<file path="config.mk">
export PLATFORM = sky130hd
export DESIGN_NAME = mult_seq_nxn
export DESIGN_NICKNAME = d
export VERILOG_FILES = /design/src/rtl/mult_seq_nxn.sv
export SDC_FILE = /design/constraint.sdc
export NUM_CORES = 1
export LEC_CHECK = 0
export CORE_AREA = 3 3 59 61
export DETAILED_ROUTE_END_ITERATION = 8
export DIE_AREA = 0 0 62 64
export GPL_TIMING_DRIVEN = 0
export HOLD_SLACK_MARGIN = 0.05
export PLACE_DENSITY = 0.73
export SLEW_MARGIN = 10
export SYNTH_ARGS = -nofsm -noshare
export SYNTH_HDL_FRONTEND = slang
export SYNTH_SLANG_ARGS = --single-unit
export TNS_END_PERCENT = 100
</file>
<file path="constraint.sdc">
create_clock -name clk -period 2.7 [get_ports clk]
set_clock_uncertainty 0.05 [all_clocks]
set_input_delay 0.405 -clock clk [delete_from_list [all_inputs] [get_ports clk]]
set_output_delay 0.405 -clock clk [all_outputs]
set_load 0.02 [all_outputs]
</file>
<file path="src/rtl/mult_seq_nxn.sv">
// Sequential WIDTH x WIDTH shift-add multiplier with start/done handshake.
// Signed operands are multiplied as magnitudes and the sign is applied at completion.
module mult_seq_nxn #(
   parameter int WIDTH = 4
) (
   input  logic                 clk,
   input  logic                 rst,
   input  logic                 start,
   input  logic                 is_signed,
   input  logic [WIDTH-1:0]     A,
   input  logic [WIDTH-1:0]     B,
   output logic                 busy,
   output logic                 done,
   output logic [2*WIDTH-1:0]   Product
);

   localparam int PW = 2 * WIDTH;
   localparam int CW = $clog2(WIDTH + 1);

   typedef enum logic [1:0] {
      S_IDLE = 2'd0,
      S_RUN  = 2'd1,
      S_DONE = 2'd2
   } state_t;

   state_t            state_q, state_d;
   logic [WIDTH-1:0]  mcand_q, mcand_d;
   logic [WIDTH-1:0]  mplier_q, mplier_d;
   logic              neg_q, neg_d;
   logic [PW:0]       acc_q, acc_d;
   logic [CW-1:0]     cnt_q, cnt_d;
   logic [PW-1:0]     prod_q, prod_d;
   logic              busy_q, done_q;
   logic [WIDTH:0]    sum_s;

   // Two's-complement magnitude; -2^(WIDTH-1) maps to 2^(WIDTH-1), which still fits unsigned
   function automatic logic [WIDTH-1:0] magnitude(input logic [WIDTH-1:0] v, input logic sgn);
      logic [WIDTH-1:0] m;
      if (sgn && v[WIDTH-1]) begin
         m = ~v + WIDTH'(1);
      end else begin
         m = v;
      end
      return m;
   endfunction

   // Next-state and datapath: capture on acceptance, one shift-add step per RUN edge
   always_comb begin
      state_d  = state_q;
      mcand_d  = mcand_q;
      mplier_d = mplier_q;
      neg_d    = neg_q;
      acc_d    = acc_q;
      cnt_d    = cnt_q;
      prod_d   = prod_q;
      sum_s    = acc_q[PW:WIDTH] + (mplier_q[0] ? {1'b0, mcand_q} : {(WIDTH+1){1'b0}});
      case (state_q)
         S_IDLE, S_DONE: begin
            if (start) begin
               mcand_d  = magnitude(A, is_signed);
               mplier_d = magnitude(B, is_signed);
               neg_d    = is_signed & (A[WIDTH-1] ^ B[WIDTH-1]);
               acc_d    = '0;
               cnt_d    = CW'(WIDTH);
               state_d  = S_RUN;
            end else begin
               state_d  = S_IDLE;
            end
         end
         S_RUN: begin
            // The carry out of the upper-half add lands in the top bit before shifting
            acc_d    = {sum_s, acc_q[WIDTH-1:0]} >> 1;
            mplier_d = mplier_q >> 1;
            cnt_d    = cnt_q - CW'(1);
            if (cnt_q == CW'(1)) begin
               prod_d  = neg_q ? (~acc_d[PW-1:0] + PW'(1)) : acc_d[PW-1:0];
               state_d = S_DONE;
            end else begin
               state_d = S_RUN;
            end
         end
         default: begin
            state_d = S_IDLE;
         end
      endcase
   end

   // State, datapath and registered handshake outputs
   always_ff @(posedge clk) begin
      if (rst) begin
         state_q  <= S_IDLE;
         mcand_q  <= '0;
         mplier_q <= '0;
         neg_q    <= 1'b0;
         acc_q    <= '0;
         cnt_q    <= '0;
         prod_q   <= '0;
         busy_q   <= 1'b0;
         done_q   <= 1'b0;
      end else begin
         state_q  <= state_d;
         mcand_q  <= mcand_d;
         mplier_q <= mplier_d;
         neg_q    <= neg_d;
         acc_q    <= acc_d;
         cnt_q    <= cnt_d;
         prod_q   <= prod_d;
         busy_q   <= (state_d == S_RUN);
         done_q   <= (state_d == S_DONE);
      end
   end

   assign busy    = busy_q;
   assign done    = done_q;
   assign Product = prod_q;

endmodule

</file>
==> metrics.md, run 1 <==
| Metric | Value |
|---|---|
| CTS resizes | `0` |
| Worst slew margin | `0.672` |
| Critical path's top delay family | `simple AND/OR/NAND/NOR gates` |
| Antenna cells | `0` |
| Syn Std Cell Area | `about 1500 µm²` |
| Largest net degree at the start of global routing | `11` |
| H-Tree Depth | `2` |
| Post-cts hold buffer count | `0` |
| Critical path, cell by cell | `and2_1 > ha_1 > fa_1 > or4_4 > or4_1 > a31oi_1` |
| Setup crit end kind | `register` |
| Via count | `1292` |
| HPWL Detailed | `around 2.5 mm` |
| Yosys cell types | `32` |
| WS Path Type | `reg2reg` |
| Outcome | `finished clean` |
| Max clock buf depth | `2` |
| Fin nets | `about 230` |
| Area leader, netlist | `dfxtp_1` |
| Vias in the first global route | `1271` |
| Vias per Instance | `5.15` |
| Primary FF master, synth | `dfxtp_1` |
| CTS sink count | `31` |
| Minimum clock period | `2.49 ns` |
| Fin worst setup slack | `approximately 0.21 ns` |
| IO buf count | `21` |
| Slowest cell on crit path | `or4_4` |
| Total Routing Usage GR | `0.182` |
| CTS root buffer | `clkbuf_4` |
| CORE AREA | `between 3000 and 4000 µm²` |
| DIE AREA | `~4000 µm²` |
| Global-route wire length before repair | `5.41 mm` |
| Die Y | `between 60 and 70 µm` |
| Hold Vio Cnt, Final | `0` |
| Worst path required time | `around 2.9 ns` |
| Post-synth EDFFs | `0` |
| FFs w/ async S/R, synth | `0` |
| Avg Synthesized Cell Area | `8.43 µm²` |
| Routed length per instance | `between 10 and 15 µm` |
| Startpoint types | `register` |
| Initial antenna violation count | `0` |
| Setup slack at placement | `roughly 0.23 ns` |
| Setup violators final | `0` |
| Peak VDD IR | `0.300 mV` |
| Final global-route overflow total | `0` |
| TritonCTS clock tree | `yes` |
| Crit-path max FO | `5` |
| Starting density of the core | `0.495` |
| Top cells by area, synth | `dfxtp_1 (41%), ha_1 (7.5%), nor2_1 (7.3%)` |
| Max_cap viols | `0` |
| Initial DRC Count | `39` |
| Commonest cells post-synth | `dfxtp_1 (31), nor2_1 (29), nand2_1 (18)` |
| Top-count cell post-synth | `dfxtp_1` |
| LEAKAGE | `0.719 nW` |
| Seq/Total Area, Yosys | `0.414` |
| Syn Inst Count | `about 180` |
| Clock latency on the worst-skew pair | `approximately 0.33 ns` |
| Share of cells above drive strength 1 | `0.0435` |
| Routability Congestion | `between 0.8 and 0.9` |
| Worst-Margin Slew | `0.491 ns` |
| FP Rows | `20` |
| Final ANT Viol Nets | `0` |
| Total Routed Length | `3.15 mm` |
| RSZ-0062 raised after global routing | `false` |
| #FFs+latches synth | `31` |
| WP buf/inv | `0` |
| First drt pass iteration count | `4` |
| Worst-path clk slew | `approximately 0.090 ns` |
| Syn-to-layout area delta | `21.0%` |
| Final worst path period share | `0.923` |
| Fin. max-slew vios | `0` |
| Residual DRC count | `0` |
| Min-Delay Path Class | `reg2reg` |
| TritonCTS Buffers | `5` |
| PD cells | `between 400 and 500 nW/µm²` |
| Maximum clock rate | `roughly 400 MHz` |
| Synth Warn # | `0` |
| Post-CTS Setup Inserts | `0` |
| Setup TNS Final | `0 ns` |
| Die X-Extent | `approximately 62 µm` |
| Yosys top cell area share | `0.414` |
| Syn Nets | `200` |
| Max stage delay on crit path | `around 0.56 ns` |
| Arr. time, crit path | `2.71 ns` |
| I/O pin cnt | `22` |
-- cell families (layout without fill, tap and decap cells) --
group / after synthesis / in the layout / share of synthesized area
multiplexers: 1 / 1 / 0.00667
adder cells (fa/ha/maj): 10 / 10 / 0.0884
AO/OA/AOI/OAI: 42 / 42 / 0.185
flip-flops: 31 / 31 / 0.414
XOR/XNOR: 10 / 10 / 0.0584
buffers and inverters: 17 / 46 / 0.0434
AND/OR/NAND/NOR: 67 / 67 / 0.204
-- state kept, by name, summed over array words and instances (netlist names) --
signal	cells
neg_q	1
state_q	2
Product	8
done	1
mplier_q	4
busy	1
cnt_q	3
acc_q	7
mcand_q	4
-- path summary, 6_finish.rpt --
kind,startpoint,end,slack (ns),cells after the start
max,mplier_q[0],Product[7],0.21,6
min,Product[0],Product[0],0.41,2
max reg2reg,mplier_q[0],Product[7],0.21,6
min reg2reg,Product[0],Product[0],0.41,2
-- metal layers --
layer,GRT usage,vias to the layer above,routed length (µm),share of wire
met4,0.0663,0,46,0.015
met3,0.0545,6,155,0.049
met5,0,-,0,0
met2,0.328,26,1630,0.52
li1,-,672,-,-
met1,0.190,588,1320,0.42
-- cells in the final DEF (no fill, tap or decap), types with 4 or more instances in the layout --
cell type	netlist	routed
nand3_1	4	4
a211oi_1	5	5
and2_1	4	4
ha_1	9	9
clkbuf_4	0	5
nand2_1	18	18
dfxtp_1	31	31
a21oi_1	16	16
nor2_1	29	29
xor2_1	7	7
a22oi_1	8	8
clkdlybuf4s50_1	0	21
clkbuf_1	8	10
inv_1	8	8
o31ai_1	4	4
-- worst reg2reg max path: stages, from the launching register on --
cell and delay [ns]:
dfxtp_1 0.35, and2_1 0.16, ha_1 0.21, fa_1 0.53
or4_4 0.56, or4_1 0.40, a31oi_1 0.16
-- layout make-up --
type,instances,area [µm²]
sequential,31,621
multi-input combinational,130,815
inverter,8,30.0
buffer,9,35.0
fill,309,1210
clock inverter,1,5.00
timing repair buffer,21,210
clock buffer,7,45.0
tap,44,55.1
-- power by group --
part / internal, mW / total (mW) / switching, mW
Sequential: 0.477 / 0.488 / 0.0114
Clock: 0.101 / 0.256 / 0.155
Combinational: 0.0564 / 0.132 / 0.0759
Total: 0.635 / 0.877 / 0.242
-- metrics by stage --
step,cells,hold WS (ns),area (µm²),power (mW),utilization
2_1_floorplan,178,0.382,1500,0.578,-
3_3_place_gp,243,0.388,1770,0.626,0.583
3_5_place_dp,243,0.398,1770,0.632,0.583
4_1_cts,251,0.412,1820,0.884,0.600
5_1_grt,251,0.431,1820,0.925,0.600
6_report,251,0.409,1820,0.877,0.600
Power figures use the tool's default switching activity.
==> run 2, diff against run 1 <==
--- a/config.mk
+++ b/config.mk
@@ -15,4 +15,4 @@
 export SYNTH_ARGS = -nofsm -noshare
 export SYNTH_HDL_FRONTEND = slang
 export SYNTH_SLANG_ARGS = --single-unit
-export TNS_END_PERCENT = 100
+export TNS_END_PERCENT = 5
==> results of run 2 <==
Same layout as run 1: the final DEF is identical, and so are final timing and power.
==> run 3, diff against run 2 <==
--- a/config.mk
+++ b/config.mk
@@ -6,6 +6,7 @@
 export NUM_CORES = 1
 export LEC_CHECK = 0
 export CORE_AREA = 3 3 59 61
+export CTS_BUF_LIST = sky130_fd_sc_hd__clkbuf_8
 export DETAILED_ROUTE_END_ITERATION = 8
 export DIE_AREA = 0 0 62 64
 export GPL_TIMING_DRIVEN = 0
==> constraint.sdc (replaced) <==
create_clock -name clk -period 2.5 [get_ports clk]
set_clock_uncertainty 0.05 [all_clocks]
set_input_delay 0.375 -clock clk [delete_from_list [all_inputs] [get_ports clk]]
set_output_delay 0.375 -clock clk [all_outputs]
set_load 0.005 [all_outputs]
==> metrics.md, run 3 (synthesized netlist as in run 1, its figures left out) <==
| Metric | Value |
|---|---|
| Outcome | `finished clean` |
| Maximum clock rate | `roughly 420 MHz` |
| Initial DRC Count | `45` |
| Residual DRC count | `0` |
| Routed length per instance | `around 13 µm` |
| Worst path required time | `between 2 and 3 ns` |
| Worst Setup SP | `mplier_q[0]` |
| DIE AREA | `3970 µm²` |
| Fin nets | `229` |
| Core Util, Final | `0.614` |
| Clock latency on the worst-skew pair | `approximately 0.28 ns` |
| Arr. time, crit path | `2.57 ns` |
| Critical path, cell by cell | `and2_1 > ha_2 > fa_2 > or4_4 > or4_1 > a31oi_1` |
| Via count | `1301` |
| LEAKAGE | `roughly 0.74 nW` |
| Worst slew margin | `0.672` |
| Met3 usage | `0.0606` |
| Final ANT Viol Nets | `0` |
| Syn-to-layout area delta | `24.0%` |
| Die X-Extent | `between 60 and 70 µm` |
| First drt pass iteration count | `4` |
| Worst-path clk slew | `0.06 ns` |
| RR Startpoint | `mplier_q[0]` |
| HPWL Detailed | `around 2.5 mm` |
| Antenna cells | `0` |
| Largest net degree at the start of global routing | `11` |
| Met1 usage | `0.189` |
| GR Util met2 | `0.330` |
| Initial antenna violation count | `0` |
| WP buf/inv | `0` |
| Total Routed Length | `between 3 and 4 mm` |
| RSZ-0062 raised after global routing | `false` |
| Global-route wire length before repair | `5.45 mm` |
| Max clock buf depth | `2` |
| Worst-Margin Slew | `slightly below 0.5 ns` |
| Hold Vio Cnt, Final | `0` |
| Critical path's top delay family | `simple AND/OR/NAND/NOR gates` |
| Starting density of the core | `0.495` |
| Fin. max-slew vios | `0` |
| I/O pin cnt | `22` |
| Crit-path max FO | `5` |
| Final worst path period share | `0.963` |
| CTS sink count | `31` |
| Fillers | `about 300` |
| FP Rows | `20` |
| Max FFs per register | `8` |
| Total Routing Usage GR | `0.186` |
| HP Start | `Product[0]` |
| GR peak layer | `met2` |
| Final global-route overflow total | `0` |
| Max_cap viols | `0` |
| Startpoint types | `register` |
| WS Path Type | `reg2reg` |
| Commonest non-fill, non-tap cell in the layout | `dfxtp_1` |
| Die Y | `around 64 µm` |
| CORE AREA | `around 3000 µm²` |
| Vias per Instance | `roughly 5.2` |
| CTS root buffer | `clkbuf_8` |
| Routability Congestion | `0.818` |
| IO buf count | `21` |
| Vias in the first global route | `approximately 1.3k` |
| Slowest cell on crit path | `or4_4` |
| Minimum clock period | `around 2.4 ns` |
| H-Tree Depth | `2` |
| Setup violators final | `0` |
| PD cells | `about 550 nW/µm²` |
| TritonCTS Buffers | `5` |
| Share of cells above drive strength 1 | `0.0625` |
| Peak VDD IR | `0.324 mV` |
| Max stage delay on crit path | `between 0.5 and 0.6 ns` |
| TritonCTS clock tree | `yes` |
| Setup crit end kind | `register` |
| Commonest non-fill, non-tap cells in the layout | `dfxtp_1 (30), nor2_1 (29), clkdlybuf4s50_1 (21)` |
| Min-Delay Path Class | `reg2reg` |
| Setup TNS Final | `0 ns` |
-- run 3: final timing paths --
kind / endpoint / slack, ns / depth (start not counted)
worst max-delay path: Product[7] / 0.09 / 6
worst min-delay path: Product[0] / 0.41 / 2
worst max register to register: Product[7] / 0.09 / 6
worst min register to register: Product[0] / 0.41 / 2
-- run 3: power breakdown --
part	total (mW)	internal (mW)	switching (mW)	leakage [nW]
Sequential	0.529	0.516	0.0125	0.253
Clock	0.365	0.187	0.178	0.0505
Combinational	0.139	0.0615	0.0772	0.437
Total	1.03	0.764	0.268	0.741
-- run 3: metrics by stage --
stage / total power [mW] / worst slack (ns) / hold WS, ns / cell area, µm² / std cells
after floorplan: 0.620 / 0.154 / 0.382 / 1500 / 178
after global placement: 0.671 / 0.0502 / 0.388 / 1770 / 243
after detailed placement: 0.677 / 0.0322 / 0.398 / 1770 / 243
after CTS: 1.04 / 0.0198 / 0.407 / 1850 / 251
after global routing: 1.09 / 0.0249 / 0.426 / 1860 / 252
final: 1.03 / 0.0920 / 0.405 / 1860 / 252
-- run 3: cell type report --
cell class                 count  area (µm²)  area share
multi-input combinational    130         820       0.440
sequential                    31         622       0.334
timing repair buffer          22         218       0.117
clock buffer                   5        68.8      0.0370
tap                           44        55.1      0.0296
buffer                         9        35.0      0.0188
inverter                       8        30.0      0.0161
clock inverter                 3        12.5     0.00672
-- run 3: what timing repair did --
action,4_1_cts,5_1_grt
setup buffers,0,1
endpoints found under the setup margin,0,1
resized for setup,0,3
hold buffers,0,0
endpoints found under the hold margin,0,0
-- run 3: tightest hold or removal path: cells and delay by family (launching register included) --
family             cells  cell delay [ns]
DFF                    1             0.31
and+or+nand+nor        1             0.05
AOI/OAI and AO/OA      1             0.05
-- run 3: metal layers --
layer  wire length [µm]  share of wire
met5                  0              0
met1               1330           0.42
met3                147          0.046
met2               1640           0.52
met4                 55          0.017
